**config.mk**
```make
export PLATFORM = sky130hd
export DESIGN_NAME = output_port_allocator
export DESIGN_NICKNAME = d
export VERILOG_FILES = /design/src/rtl/output_port_allocator.sv
export SDC_FILE = /design/constraint.sdc
export NUM_CORES = 1
export LEC_CHECK = 0
export ABC_AREA = 1
export CAP_MARGIN = 5
export CORE_MARGIN = 4
export CORE_UTILIZATION = 52
export DETAILED_ROUTE_END_ITERATION = 6
export PLACE_DENSITY = 0.9
export SLEW_MARGIN = 40
export SYNTH_ARGS = -nofsm -noshare
export SYNTH_HDL_FRONTEND = slang
export SYNTH_SLANG_ARGS = --single-unit
```
**constraint.sdc**
```tcl
create_clock -name Clk -period 13.3 [get_ports Clk]
set_clock_uncertainty 0.15 [all_clocks]
set_input_delay 2.66 -clock Clk [delete_from_list [all_inputs] [get_ports Clk]]
set_output_delay 2.66 -clock Clk [all_outputs]
set_load 0.01 [all_outputs]
```
**src/rtl/output_port_allocator.sv**
```systemverilog
// Per-output-direction allocator: round-robin port ownership (VC allocation),
// owner-only switch grants gated by downstream credits, and the registered output flit mux.
module output_port_allocator #(
  parameter int unsigned NUM_IN     = 5,
  parameter int unsigned FLIT_WIDTH = 12,
  parameter int unsigned BUFF_DEPTH = 8,
  parameter int unsigned CNT_WIDTH  = 8
) (
  input  logic                           Clk,
  input  logic                           Rst,
  input  logic [NUM_IN-1:0]              vc_arb_req,
  output logic [NUM_IN-1:0]              vc_arb_gnt,
  input  logic [NUM_IN-1:0]              sw_arb_req,
  output logic [NUM_IN-1:0]              sw_arb_gnt,
  input  logic [NUM_IN-1:0]              dec_buff_count,
  input  logic [NUM_IN*FLIT_WIDTH-1:0]   flit_in,
  output logic                           usage,
  output logic [CNT_WIDTH-1:0]           buff_count,
  input  logic                           credit_in,
  output logic [FLIT_WIDTH-1:0]          flit_out,
  output logic                           flit_valid
);

  localparam int unsigned IDX_W     = (NUM_IN > 1) ? $clog2(NUM_IN) : 1;
  localparam logic [1:0]  FLIT_TAIL = 2'd2;

  typedef enum logic [1:0] {
    ST_IDLE   = 2'd0,
    ST_ACTIVE = 2'd1,
    ST_XFER   = 2'd2
  } state_e;

  state_e                state_q, state_d;
  logic [IDX_W-1:0]      owner_q, owner_d;
  logic [IDX_W-1:0]      rr_ptr_q, rr_ptr_d;
  logic                  usage_q, usage_d;
  logic [CNT_WIDTH-1:0]  buff_count_q, buff_count_d;
  logic [NUM_IN-1:0]     vc_gnt_q, vc_gnt_d;
  logic [NUM_IN-1:0]     sw_gnt_q, sw_gnt_d;
  logic [FLIT_WIDTH-1:0] flit_out_q, flit_out_d;
  logic                  flit_valid_q, flit_valid_d;

  logic                  win_found;
  logic [IDX_W-1:0]      win_idx;
  logic [IDX_W-1:0]      cand_idx;
  int unsigned           cand;
  logic [FLIT_WIDTH-1:0] owner_flit;
  logic                  xfer_fire;
  logic                  credit_room;

  // Round-robin search over requesters, starting at rr_ptr_q
  always_comb begin
    win_found = 1'b0;
    win_idx   = '0;
    cand      = 0;
    cand_idx  = '0;
    for (int unsigned k = 0; k < NUM_IN; k++) begin
      cand     = (32'(rr_ptr_q) + k) % NUM_IN;
      cand_idx = IDX_W'(cand);
      if (!win_found && vc_arb_req[cand_idx]) begin
        win_found = 1'b1;
        win_idx   = cand_idx;
      end
    end
  end

  assign owner_flit  = flit_in[32'(owner_q)*FLIT_WIDTH +: FLIT_WIDTH];
  assign xfer_fire   = (state_q == ST_XFER) && dec_buff_count[owner_q];
  assign credit_room = (buff_count_q < CNT_WIDTH'(BUFF_DEPTH));

  // Next-state and registered-output logic
  always_comb begin
    state_d      = state_q;
    owner_d      = owner_q;
    rr_ptr_d     = rr_ptr_q;
    usage_d      = usage_q;
    buff_count_d = buff_count_q;
    vc_gnt_d     = '0;
    sw_gnt_d     = '0;
    flit_out_d   = flit_out_q;
    flit_valid_d = 1'b0;

    case (state_q)
      ST_IDLE: begin
        if (win_found) begin
          vc_gnt_d = NUM_IN'(1) << win_idx;
          usage_d  = 1'b1;
          owner_d  = win_idx;
          rr_ptr_d = (32'(win_idx) == NUM_IN - 1) ? '0 : win_idx + IDX_W'(1);
          state_d  = ST_ACTIVE;
        end
      end
      ST_ACTIVE: begin
        if (sw_arb_req[owner_q] && (buff_count_q != '0)) begin
          sw_gnt_d = NUM_IN'(1) << owner_q;
          state_d  = ST_XFER;
        end
      end
      ST_XFER: begin
        if (xfer_fire) begin
          flit_out_d   = owner_flit;
          flit_valid_d = 1'b1;
          if (owner_flit[1:0] == FLIT_TAIL) begin
            usage_d = 1'b0;
            state_d = ST_IDLE;
          end else begin
            state_d = ST_ACTIVE;
          end
        end
      end
      default: state_d = ST_IDLE;
    endcase

    // A returned credit and a transfer in the same cycle cancel out
    if (xfer_fire && !credit_in) begin
      buff_count_d = buff_count_q - CNT_WIDTH'(1);
    end else if (credit_in && !xfer_fire && credit_room) begin
      buff_count_d = buff_count_q + CNT_WIDTH'(1);
    end
  end

  always_ff @(posedge Clk or posedge Rst) begin
    if (Rst) begin
      state_q      <= ST_IDLE;
      owner_q      <= '0;
      rr_ptr_q     <= '0;
      usage_q      <= 1'b0;
      buff_count_q <= CNT_WIDTH'(BUFF_DEPTH);
      vc_gnt_q     <= '0;
      sw_gnt_q     <= '0;
      flit_out_q   <= '0;
      flit_valid_q <= 1'b0;
    end else begin
      state_q      <= state_d;
      owner_q      <= owner_d;
      rr_ptr_q     <= rr_ptr_d;
      usage_q      <= usage_d;
      buff_count_q <= buff_count_d;
      vc_gnt_q     <= vc_gnt_d;
      sw_gnt_q     <= sw_gnt_d;
      flit_out_q   <= flit_out_d;
      flit_valid_q <= flit_valid_d;
    end
  end

  assign vc_arb_gnt = vc_gnt_q;
  assign sw_arb_gnt = sw_gnt_q;
  assign usage      = usage_q;
  assign buff_count = buff_count_q;
  assign flit_out   = flit_out_q;
  assign flit_valid = flit_valid_q;

endmodule

```
==> impl_metrics.env <==
export IMPL_die_w_um=92.7
export IMPL_fin_nets=746
export IMPL_post_cts_buffers=0
export IMPL_gp_congestion=0.945
export IMPL_ys_warnings_count=0
export IMPL_synthesis_area_um2=3730
export IMPL_hold_end="usage"
export IMPL_clock_sinks=40
export IMPL_grt_pass1_vias=3660
export IMPL_wirelength_um=10500
export IMPL_rr_startpoint="rr_ptr_q[0]"
export IMPL_clk_path_buf_depth=2
export IMPL_viasPerCell=5.28
export IMPL_cp_start_kind="input port"
export IMPL_slew_violations=0
export IMPL_postCtsHoldBufs=0
export IMPL_fp_row_count=30
export IMPL_ctsRootBufferMaster="clkbuf_8"
export IMPL_synth_fp_nets=640
export IMPL_cap_violations=0
export IMPL_crit_fanout=26
export IMPL_synth_seq_cells=40
export IMPL_synth_top_family_by_area="simple AND/OR/NAND/NOR gates"
export IMPL_rsz0062_at_grt="false"
export IMPL_antenna_found_initial=0
export IMPL_synth_area_leaders="dfrtp_1 26%, nand2_1 16%, ha_1 10%"
export IMPL_setup_viol=0
export IMPL_initial_core_util_pct=54.3
export IMPL_whs_ns=0.335
export IMPL_synth_top_area_cell="dfrtp_1"
export IMPL_drive_gt1_share_pct=10.7
export IMPL_numCtsBuffers=5
export IMPL_synth_cell_types=45
export IMPL_rrSetupSlack_ns=8.18
export IMPL_ir_drop_v=0.000250
export IMPL_period_share_pct=46.5
export IMPL_timing_rr_end="rr_ptr_q[2]"
export IMPL_worst_pin_slew_ns=0.728
export IMPL_yosys_area_share_xor_xnor_pct=2.78
export IMPL_grtUsageTotal_pct=24.2
export IMPL_synth_common_cells="159 x nand2_1, 70 x inv_1, 39 x dfrtp_1"
export IMPL_hold_viol=0
export IMPL_syn2layout_area_growth_pct=33.9
export IMPL_drtPass1Iterations=5
export IMPL_synthFlopType="dfrtp_1"
export IMPL_path_clk_slew_ns=0.07
export IMPL_status="completed"
export IMPL_critPathCaptureType="flop"
export IMPL_hp_start="usage"
export IMPL_postSynth_asyncResetShare_pct=100
export IMPL_hold_class="reg2reg"
export IMPL_ant_nets=0
export IMPL_p_leak_nw=2.41
export IMPL_max_freq_mhz=162
export IMPL_grt_pass1_wl_um=16900
export IMPL_critical_path_class="in2reg"
export IMPL_synth_top_area_share_pct=26.1
export IMPL_cp_required_ns=13.33
export IMPL_vias=3857
export IMPL_muxShareOfSynthArea_pct=0.302
export IMPL_synth_seq_area_share_pct=26.9
export IMPL_grt_overflow=0
export IMPL_place_detailed_hpwl_um=8430
export IMPL_whs_path_depth=2
export IMPL_synthCells=529
export IMPL_dieArea_um2=8600
export IMPL_critPathLaunch="dec_buff_count[1]"
export IMPL_cts_resized=0
export IMPL_drtIter0Drc=214
export IMPL_ios=110
export IMPL_io_buffers=109
export IMPL_cp_arrival_ns=6.21
export IMPL_layout_min_cycle_time_ns=6.18
export IMPL_rr_worst_depth=30
export IMPL_drc=0
export IMPL_grt_max_degree=41
export IMPL_synth_compound_area_share_pct=13.8
export IMPL_yosysMostFrequentCell="nand2_1"
export IMPL_clock_latency_ns=0.29
export IMPL_cts_tree="done"
export IMPL_fin_setup_tns_ns=0
export IMPL_avgSynthCellArea_um2=7.06
export IMPL_die_height_um=92.7
export IMPL_diodes=0
export IMPL_synth_edff_count=0
export IMPL_synthSimpleGateAreaFrac_pct=34.9
export IMPL_synthAdderAreaFrac_pct=11.5
export IMPL_cts_htree_levels=2
export IMPL_drt_wirelength_per_cell_um=14.4
export IMPL_powerDensity_nw_per_um2=299
export IMPL_relSlewSlack_pct=51.4
export IMPL_core_um2=6870
-- layer usage --
| metal | wire length (µm) | vias to the layer above | global-route usage [%] |
|---|---|---|---|
| li1 | - | 1922 | - |
| met1 | 4310 | 1788 | 28.8 |
| met2 | 5410 | 131 | 44.5 |
| met3 | 666 | 16 | 4.55 |
| met4 | 155 | 0 | 6.59 |
| met5 | 0 | - | 0 |
-- cell usage in the layout (no fill, tap or decap), drive strengths merged, types with 3 or more instances in the layout --
cell type / instances
a21oi: 27
a22oi: 3
a41oi: 10
clkbuf: 7
clkdlybuf4s50: 109
dfrtp: 39
ha: 31
inv: 79
nand2: 177
nand3: 33
nand3b: 5
nand4: 12
nor2: 35
nor3: 6
nor4: 3
o211ai: 5
o21ai: 29
or2: 3
xor2: 10
-- cell families after synthesis --
logic type	count (synthesis)
simple gates	274
buf+inv	91
compound gates	79
flops	40
fa+ha+maj	33
xor+xnor	11
mux	1
-- final cells by class --
type                       count  area, µm²
timing repair buffer         111       1110
sequential                    40       1000
fill                         533       1870
multi-input combinational    398       2360
clock buffer                   7       96.3
inverter                      79        307
tap                           96        120
-- state kept, by name (all words and copies together), names as in the netlist --
register / count
state_q: 2
flit_out: 12
flit_valid: 1
usage: 1
owner_q: 3
rr_ptr_q: 3
vc_arb_gnt: 5
buff_count: 8
sw_arb_gnt: 5
-- how the worst max path moves through the flow --
stage               slack [ns]       endpoint
floorplan                 8.26  buff_count[7]
global placement          7.14  buff_count[7]
detailed placement        6.91  buff_count[7]
CTS                       7.18  buff_count[7]
global route              6.78  buff_count[7]
finish                    7.12  buff_count[7]
-- report_power, final --
| group | switching (mW) | leakage [nW] | internal, mW |
|---|---|---|---|
| combinational | 0.747 | 1.85 | 0.439 |
| clock | 0.0395 | 0.0503 | 0.0462 |
| sequential | 0.0517 | 0.513 | 0.169 |
-- stage by stage --
step | setup slack (ns) | cells | total power [mW] | instance area [µm²] | utilization [%]
after global placement | 7.14 | 724 | 1.36 | 4900 | 71.3
after detailed placement | 6.91 | 724 | 1.41 | 4900 | 71.3
after floorplan | 8.26 | 529 | 1.12 | 3730 | -
after CTS | 7.18 | 731 | 1.50 | 5000 | 72.7
final | 7.12 | 731 | 1.49 | 5000 | 72.7
after global routing | 6.78 | 731 | 1.67 | 5000 | 72.7
-- worst max-delay path, cell delays in order --
cell	delay [ns]
clkdlybuf4s50_1	0.47
nand2_1	0.06
nand4_1	0.12
a22o_1	0.14
nand2_1	0.43
nor2_1	0.62
ha_1	0.39
a21oi_1	0.19
nand2_1	0.08
nand2_1	0.09
a21oi_1	0.07
nor2_1	0.13
nor2_1	0.05
inv_1	0.07
nand2_1	0.06
a21oi_1	0.16
nand2_1	0.06
o21ai_0	0.12
xor2_1	0.17
inv_1	0.05
Note: power is estimated with default switching activity, not from simulation.
